===== src/rtl/fp_bcd_format.sv =====
// fp_bcd_format: converts the float-to-decimal ALU results (integer part,
// fractional digits, signed exponent) into packed BCD. Three serial
// double-dabble engines run in parallel under a start/busy/done handshake.
// The latency is a fixed 20 cycles.
module fp_bcd_format (
    input  logic        CLK,
    input  logic        RST,
    input  logic        start,
    input  logic [4:0]  nguyen,
    input  logic [19:0] le,
    input  logic [8:0]  lt,
    output logic        busy,
    output logic        done,
    output logic [7:0]  int_bcd,
    output logic [23:0] frac_bcd,
    output logic        exp_sign,
    output logic [11:0] exp_bcd,
    output logic        err
);

    typedef enum logic {
        ST_IDLE = 1'b0,
        ST_CONV = 1'b1
    } state_t;

    // The widest engine (frac) needs 20 steps, numbered 0..19.
    localparam logic [4:0] LAST_STEP = 5'd19;
    localparam logic [4:0] INT_STEPS = 5'd5;
    localparam logic [4:0] EXP_STEPS = 5'd9;

    state_t      state_reg, state_next;
    logic [4:0]  cnt_reg, cnt_next;

    // Binary shift registers; the MSB feeds the BCD accumulator.
    logic [4:0]  int_bin_reg, int_bin_next;
    logic [19:0] frac_bin_reg, frac_bin_next;
    logic [8:0]  exp_bin_reg, exp_bin_next;
    logic        sign_reg, sign_next;

    // BCD accumulators. frac carries a seventh (guard) digit that detects
    // inputs above 999999.
    logic [7:0]  int_acc_reg, int_acc_next;
    logic [27:0] frac_acc_reg, frac_acc_next;
    logic [11:0] exp_acc_reg, exp_acc_next;

    // Registered outputs.
    logic        busy_reg, busy_next;
    logic        done_reg, done_next;
    logic [7:0]  int_bcd_reg, int_bcd_next;
    logic [23:0] frac_bcd_reg, frac_bcd_next;
    logic        exp_sign_reg, exp_sign_next;
    logic [11:0] exp_bcd_reg, exp_bcd_next;
    logic        err_reg, err_next;

    // Accumulators after the add-3 correction. The shift is applied in the
    // next-state logic.
    logic [7:0]  int_adj;
    logic [27:0] frac_adj;
    logic [11:0] exp_adj;
    logic [8:0]  lt_abs;

    // Two's-complement magnitude. -256 maps to 9'h100, which still fits as
    // an unsigned 9-bit value.
    assign lt_abs = lt[8] ? (~lt + 9'd1) : lt;

    genvar gi;
    generate
        for (gi = 0; gi < 2; gi++) begin : g_int_adj
            assign int_adj[gi*4 +: 4] = (int_acc_reg[gi*4 +: 4] >= 4'd5)
                                      ? int_acc_reg[gi*4 +: 4] + 4'd3
                                      : int_acc_reg[gi*4 +: 4];
        end
        for (gi = 0; gi < 7; gi++) begin : g_frac_adj
            assign frac_adj[gi*4 +: 4] = (frac_acc_reg[gi*4 +: 4] >= 4'd5)
                                       ? frac_acc_reg[gi*4 +: 4] + 4'd3
                                       : frac_acc_reg[gi*4 +: 4];
        end
        for (gi = 0; gi < 3; gi++) begin : g_exp_adj
            assign exp_adj[gi*4 +: 4] = (exp_acc_reg[gi*4 +: 4] >= 4'd5)
                                      ? exp_acc_reg[gi*4 +: 4] + 4'd3
                                      : exp_acc_reg[gi*4 +: 4];
        end
    endgenerate

    // Next-state logic: input capture, per-engine stepping and result load.
    always_comb begin
        state_next    = state_reg;
        cnt_next      = cnt_reg;
        int_bin_next  = int_bin_reg;
        frac_bin_next = frac_bin_reg;
        exp_bin_next  = exp_bin_reg;
        sign_next     = sign_reg;
        int_acc_next  = int_acc_reg;
        frac_acc_next = frac_acc_reg;
        exp_acc_next  = exp_acc_reg;
        done_next     = 1'b0;
        int_bcd_next  = int_bcd_reg;
        frac_bcd_next = frac_bcd_reg;
        exp_sign_next = exp_sign_reg;
        exp_bcd_next  = exp_bcd_reg;
        err_next      = err_reg;

        case (state_reg)
            ST_IDLE: begin
                if (start) begin
                    int_bin_next  = nguyen;
                    frac_bin_next = le;
                    exp_bin_next  = lt_abs;
                    sign_next     = lt[8];
                    int_acc_next  = '0;
                    frac_acc_next = '0;
                    exp_acc_next  = '0;
                    cnt_next      = '0;
                    state_next    = ST_CONV;
                end
            end
            ST_CONV: begin
                if (cnt_reg < INT_STEPS) begin
                    int_acc_next = {int_adj[6:0], int_bin_reg[4]};
                    int_bin_next = {int_bin_reg[3:0], 1'b0};
                end
                if (cnt_reg < EXP_STEPS) begin
                    exp_acc_next = {exp_adj[10:0], exp_bin_reg[8]};
                    exp_bin_next = {exp_bin_reg[7:0], 1'b0};
                end
                frac_acc_next = {frac_adj[26:0], frac_bin_reg[19]};
                frac_bin_next = {frac_bin_reg[18:0], 1'b0};
                cnt_next      = cnt_reg + 5'd1;

                if (cnt_reg == LAST_STEP) begin
                    int_bcd_next  = int_acc_next;
                    exp_bcd_next  = exp_acc_next;
                    exp_sign_next = sign_reg;
                    if (frac_acc_next[27:24] != 4'd0) begin
                        frac_bcd_next = 24'h999999;
                        err_next      = 1'b1;
                    end else begin
                        frac_bcd_next = frac_acc_next[23:0];
                        err_next      = 1'b0;
                    end
                    done_next  = 1'b1;
                    state_next = ST_IDLE;
                end
            end
            default: state_next = ST_IDLE;
        endcase

        busy_next = (state_next == ST_CONV);
    end

    // State and output registers with synchronous reset.
    always_ff @(posedge CLK) begin
        if (RST) begin
            state_reg    <= ST_IDLE;
            cnt_reg      <= '0;
            int_bin_reg  <= '0;
            frac_bin_reg <= '0;
            exp_bin_reg  <= '0;
            sign_reg     <= 1'b0;
            int_acc_reg  <= '0;
            frac_acc_reg <= '0;
            exp_acc_reg  <= '0;
            busy_reg     <= 1'b0;
            done_reg     <= 1'b0;
            int_bcd_reg  <= '0;
            frac_bcd_reg <= '0;
            exp_sign_reg <= 1'b0;
            exp_bcd_reg  <= '0;
            err_reg      <= 1'b0;
        end else begin
            state_reg    <= state_next;
            cnt_reg      <= cnt_next;
            int_bin_reg  <= int_bin_next;
            frac_bin_reg <= frac_bin_next;
            exp_bin_reg  <= exp_bin_next;
            sign_reg     <= sign_next;
            int_acc_reg  <= int_acc_next;
            frac_acc_reg <= frac_acc_next;
            exp_acc_reg  <= exp_acc_next;
            busy_reg     <= busy_next;
            done_reg     <= done_next;
            int_bcd_reg  <= int_bcd_next;
            frac_bcd_reg <= frac_bcd_next;
            exp_sign_reg <= exp_sign_next;
            exp_bcd_reg  <= exp_bcd_next;
            err_reg      <= err_next;
        end
    end

    assign busy     = busy_reg;
    assign done     = done_reg;
    assign int_bcd  = int_bcd_reg;
    assign frac_bcd = frac_bcd_reg;
    assign exp_sign = exp_sign_reg;
    assign exp_bcd  = exp_bcd_reg;
    assign err      = err_reg;

endmodule


===== config.mk =====
export PLATFORM = sky130hd
export DESIGN_NAME = fp_bcd_format
export DESIGN_NICKNAME = d
export VERILOG_FILES = /design/src/rtl/fp_bcd_format.sv
export SDC_FILE = /design/constraint.sdc
export NUM_CORES = 1
export LEC_CHECK = 0
export ABC_AREA = 1
export CAP_MARGIN = 0
export CORE_MARGIN = 2
export CORE_UTILIZATION = 30
export CTS_CLUSTER_DIAMETER = 30
export DETAILED_ROUTE_END_ITERATION = 8
export HOLD_SLACK_MARGIN = 0.12
export PLACE_DENSITY = 0.49
export RECOVER_POWER = 25
export REMOVE_ABC_BUFFERS = 1
export SLEW_MARGIN = 10
export SYNTH_ARGS = -nofsm -noshare
export SYNTH_HDL_FRONTEND = slang
export SYNTH_SLANG_ARGS = --single-unit
export TNS_END_PERCENT = 20

===== constraint.sdc =====
create_clock -name CLK -period 1.8 [get_ports CLK]
set_input_delay 0.27 -clock CLK [delete_from_list [all_inputs] [get_ports CLK]]
set_output_delay 0.27 -clock CLK [all_outputs]
set_load 0.02 [all_outputs]

* Word-level counts from Yosys, hierarchy flattened
Index checks and enable logic that the tools add are counted.
** Storage, ports and cells
- Logic and storage cells :: 92
- Flip-flop bits (word level) :: 136
- Output and inout port bits :: 48
- Input bits :: 37
** Operators by class
- Reductions and logical operators :: 6
- Add/subtract/negate cells :: 14
- Bitwise operators :: 2
- Equal/unequal tests :: 4
- Mux-type cells :: 37
- Magnitude comparators :: 14
** Operators with widths (number)
- $pmux W28 S2 :: 1
- $ge A4 B3 Y1 const B :: 12
- $pmux W20 S2 :: 1
- $add A4 B2 Y4 const B :: 9
- $mux W4 :: 9
- $mux W28 :: 1
- $mux W9 :: 3
- $mux W12 :: 2
- $mux W24 :: 1
- $pmux W12 S2 :: 1
- $mux W20 :: 1
- $pmux W5 S2 :: 2
- $pmux W9 S2 :: 1
- $mux W8 :: 2
- $pmux W8 S2 :: 1
- $mux W5 :: 3
- $add A3 B2 Y3 const B :: 3
- $add A9 B1 Y9 const B :: 1
- $mux W3 :: 3
- $not A9 Y9 :: 1
- $reduce_and A2 Y1 :: 4
- $add A5 B1 Y5 const B :: 1
- $eq A5 B5 Y1 const B :: 1
- $lt A5 B3 Y1 const B :: 1
- 8 further kinds :: 12

* Longest topological paths before layout
- Depth in word-level cells :: 5
- Gate-level depth with buffers :: 12

* Least setup slack after synthesis
No wires, ideal clock.
- Kind :: reg2reg
- Start point :: register frac_acc_reg[24]
- End point :: register frac_bcd_reg[12] (netlist: frac_bcd[12])
- Stages on the path, launching flop included :: 11
- Setup time :: 0.119 ns
- Path slack :: 0.225 ns
- Arrival time :: 1.456 ns
- Required time :: 1.681 ns
- Path buffers :: 1
- Clock period less this slack :: 1.575 ns
- Cells stage by stage :: dfxtp_1 -> inv_1 -> ha_1 -> inv_1 -> nand2_1 -> nand3_2 -> xor2_1 -> nand2_1 -> nor2_4 -> buf_6 -> a21oi_1
** Between the ends
- Cells in the longest elaborated chain, start to end :: 4
- Elaborated cells on any way between the ends :: 5
- Those cells by class :: add/sub: 1; order compare: 1; mux: 2; reduce/logical: 1
** RTL lines
- start: declaration :: RTL line 43 : logic [27:0] frac_acc_reg, frac_acc_next;
- start signal: assignment :: RTL line 178 : frac_acc_reg <= frac_acc_next;
- $ge A4 B3 Y1 / $add A3 B2 Y3 (equally long branches) :: RTL line 74, 75
- $mux W3 (*) :: RTL line 75 : ? frac_acc_reg[gi*4 +: 4] + 4'd3
- $reduce_bool A4 Y1 (*) :: RTL line 134 : if (frac_acc_next[27:24] != 4'd0) begin
- $mux W24 (*) :: RTL line 134
- end signal: assignment :: RTL line 183 : frac_bcd_reg <= frac_bcd_next;
- end: declaration :: RTL line 50 : logic [23:0] frac_bcd_reg, frac_bcd_next;
Every way passes the cells marked *; elsewhere a longest branch is shown, timed or not.
A chain may end at the register's enable or synchronous reset.

* Final worst setup path
- Start point :: register frac_acc_reg[25]
- End point :: register frac_bcd_reg[1] (netlist: frac_bcd[1])
The elaborated chain is that of the path after synthesis.

==> impl_metrics.json <==
{
  "status": "finished clean",
  "gp_congestion": 0.785,
  "place_area_um2": 8040,
  "grt_pass1_vias": 6027,
  "drtAntennaViolNets": 0,
  "grt_pass1_wl_um": 30100,
  "netlist_instances": 1004,
  "timing.critical_path.required_ns": 2.14,
  "criticalPathCategory": "reg2reg",
  "synth-main-ff-cell": "dfxtp_1",
  "fp.dieW_um": 154,
  "synth_edf_count": 0,
  "area_growth_pct": 29.3,
  "finalWorstSetupSlack_ns": 0.0938,
  "largest_reg_flops": 28,
  "synth_seq_cells": 136,
  "design.core.area_um2": 22000,
  "synth.largest_area_cell": "dfxtp_1",
  "startpoint": "frac_acc_reg[25]$_SDFFE_PP0P_",
  "met3_length_um": 641,
  "avgSynthCellArea_um2": 6.75,
  "cts_tree": "built",
  "power.density_nw_per_um2": 825,
  "io_buffers": 84,
  "ff_latch_area_um2": 2730,
  "ios": 85,
  "rsz0062_at_grt": "yes",
  "dp.final_hpwl_um": 11900,
  "cp_max_fo": 6,
  "h-tree-depth": 4,
  "fmax_mhz": 586,
  "start_util": 0.308,
  "async_reset_ff_frac": 0,
  "drc_errors": 0,
  "ys_seq_area_frac": 0.402,
  "ff2ff_path_depth": 10,
  "grt_usage": 0.156,
  "dr.max_layer_used": "met4",
  "setup_violations": 0,
  "clk_latency_ns": 0.43,
  "finalWirelength_um": 18000,
  "clkTransAtPathRegs_ns": 0.06,
  "cts_hold_buf": 0,
  "clockBufferDepth": 2,
  "diodes": 0,
  "pre_cts_ws_ns": 0.0794,
  "synth_common_cells": "nand2_1, dfxtp_1, inv_1, a21oi_1, nor2_1",
  "tightest_slew_ns": 0.563,
  "wl_met2_um": 8340,
  "end_kind": "flop",
  "hold_path.startpoint": "RST",
  "nets": 1160,
  "num_rows": 54,
  "drv_slew": 0,
  "synthTopCellsByArea": "dfxtp_1, nand2_1, inv_1",
  "numCtsBuffers": 17,
  "final_area_um2": 8760,
  "post_drt_via_cell_ratio": 4.59,
  "grt_max_degree": 49,
  "fin_crit_ns": 1.71,
  "hp-class": "in2reg",
  "grt-ovfl-total": 0,
  "finalClockSkew_ns": 0.0127,
  "synthDistinctLibCells": 37,
  "rr_endpoint": "frac_bcd[1]$_SDFFE_PP0P_",
  "wire_per_inst_um": 12.9,
  "numClockSinks": 136,
  "wl_met1_um": 8790,
  "dieArea_um2": 23800,
  "timing.final.crit_share": 0.948,
  "final_hold_viol_count": 0,
  "leakage_nw": 3.85,
  "ff2ff_setup_slack_ns": 0.09,
  "drive_above_1_share": 0.0884,
  "slew-limit-headroom": 0.625,
  "multiInputGateArea_um2": 3470,
  "num-fill-cells": 2327,
  "yosysWarnings": 0,
  "cap_viol_max_count": 0,
  "synth.most_common_cell": "nand2_1",
  "ir_worst_vdd_mv": 0.488,
  "arrival_ns": 2.05,
  "setup.worst_path.end": "frac_bcd[1]$_SDFFE_PP0P_",
  "r2r_start": "frac_acc_reg[25]$_SDFFE_PP0P_",
  "drtPass1Iterations": 5,
  "via_count": 6377,
  "netlist_area_um2": 6780,
  "antenna_found_initial": 0,
  "setup.worst_path.start_class": "flop",
  "die_h_um": 154,
  "cts-root-buf": "clkbuf_16",
  "drt_iter0_drc": 391,
  "final_core_utilization": 0.398,
  "synth_top_cell_area_share": 0.402
}
-- layout by cell type (no fill, tap or decap), types with 2 or more instances in the layout --
master / n
clkinvlp_4: 3
nor2_4: 3
or2_2: 10
o22ai_1: 2
o211a_1: 4
nand4_1: 2
inv_4: 2
clkinv_2: 3
buf_4: 20
a21oi_1: 79
inv_1: 104
nand2_2: 5
nand3_1: 58
xor2_1: 11
clkbuf_8: 3
clkdlybuf4s50_1: 82
a22oi_1: 9
a22o_1: 5
inv_2: 8
buf_12: 6
nor2_1: 65
nand2_1: 352
nor3_1: 2
ha_4: 2
clkbuf_1: 5
dfxtp_2: 4
o21ai_0: 55
o21a_1: 2
bufinv_16: 3
clkbuf_16: 19
o21ai_1: 8
ha_1: 23
o211ai_1: 5
dfxtp_1: 131
-- power by group --
part,total [mW],switching [mW],internal (mW)
clock network,3.62,1.34,2.27
registers,3.11,0.0365,3.07
logic,0.505,0.306,0.199
total,7.23,1.68,5.55
-- per-layer routing --
layer,vias to the layer above,track usage
met5,-,0
met4,0,0.0534
met1,2899,0.204
met2,91,0.255
li1,3372,-
met3,15,0.0370
-- worst min-delay path by stage --
stage / endpoint / slack (ns) / cells past startpoint
6_report: busy$_SDFF_PP0_ / 0.23 / 4
2_1_floorplan: cnt_reg[1]$_SDFFE_PP0P_ / 0.34 / 1
3_5_place_dp: exp_bcd[8]$_SDFFE_PP0P_ / 0.44 / 2
3_3_place_gp: exp_bcd[1]$_SDFFE_PP0P_ / 0.44 / 2
5_1_grt: busy$_SDFF_PP0_ / 0.24 / 4
4_1_cts: busy$_SDFF_PP0_ / 0.22 / 4
-- per-stage QoR --
step | instances | power [mW] | hold WS (ns) | TNS (ns)
finish | 1389 | 7.23 | 0.225 | 0
global route | 1389 | 7.54 | 0.235 | -0.0175
CTS | 1383 | 7.34 | 0.216 | 0
detailed placement | 1352 | 3.69 | 0.441 | 0
global placement | 1352 | 3.69 | 0.439 | 0
floorplan | 963 | 3.42 | 0.339 | -141.18
-- area by class of cell --
class / count / share of cell area
Timing Repair Buffer: 115 / 0.133
Tap cell: 280 / 0.0400
Clock inverter: 8 / 0.0137
Inverter: 115 / 0.0503
Multi-Input combinational cell: 712 / 0.396
Clock buffer: 23 / 0.0546
Sequential cell: 136 / 0.312
-- critical path: stages (launching register included) --
cell	delay (ns)
dfxtp_2	0.34
inv_4	0.09
ha_4	0.14
inv_2	0.04
nand2_2	0.07
nand3_4	0.10
buf_4	0.15
xor2_1	0.15
nor2_1	0.09
nand2_1	0.21
o21ai_0	0.25
-- repair_timing --
item | 4_1_cts | 5_1_grt
endpoints found under the setup margin | 1 | 31
resized for setup | 1 | 28
buffers inserted | 0 | 4
gates cloned | 0 | 2
pin swaps | 0 | 5
-- kinds of logic after synthesis --
group / Yosys count / synth area share
compound gates: 174 / 0.143
xor+xnor: 11 / 0.0142
fa+ha+maj: 26 / 0.0480
buf+inv: 156 / 0.0925
flops: 136 / 0.402
simple gates: 501 / 0.301
Power figures use the tool's default switching activity.
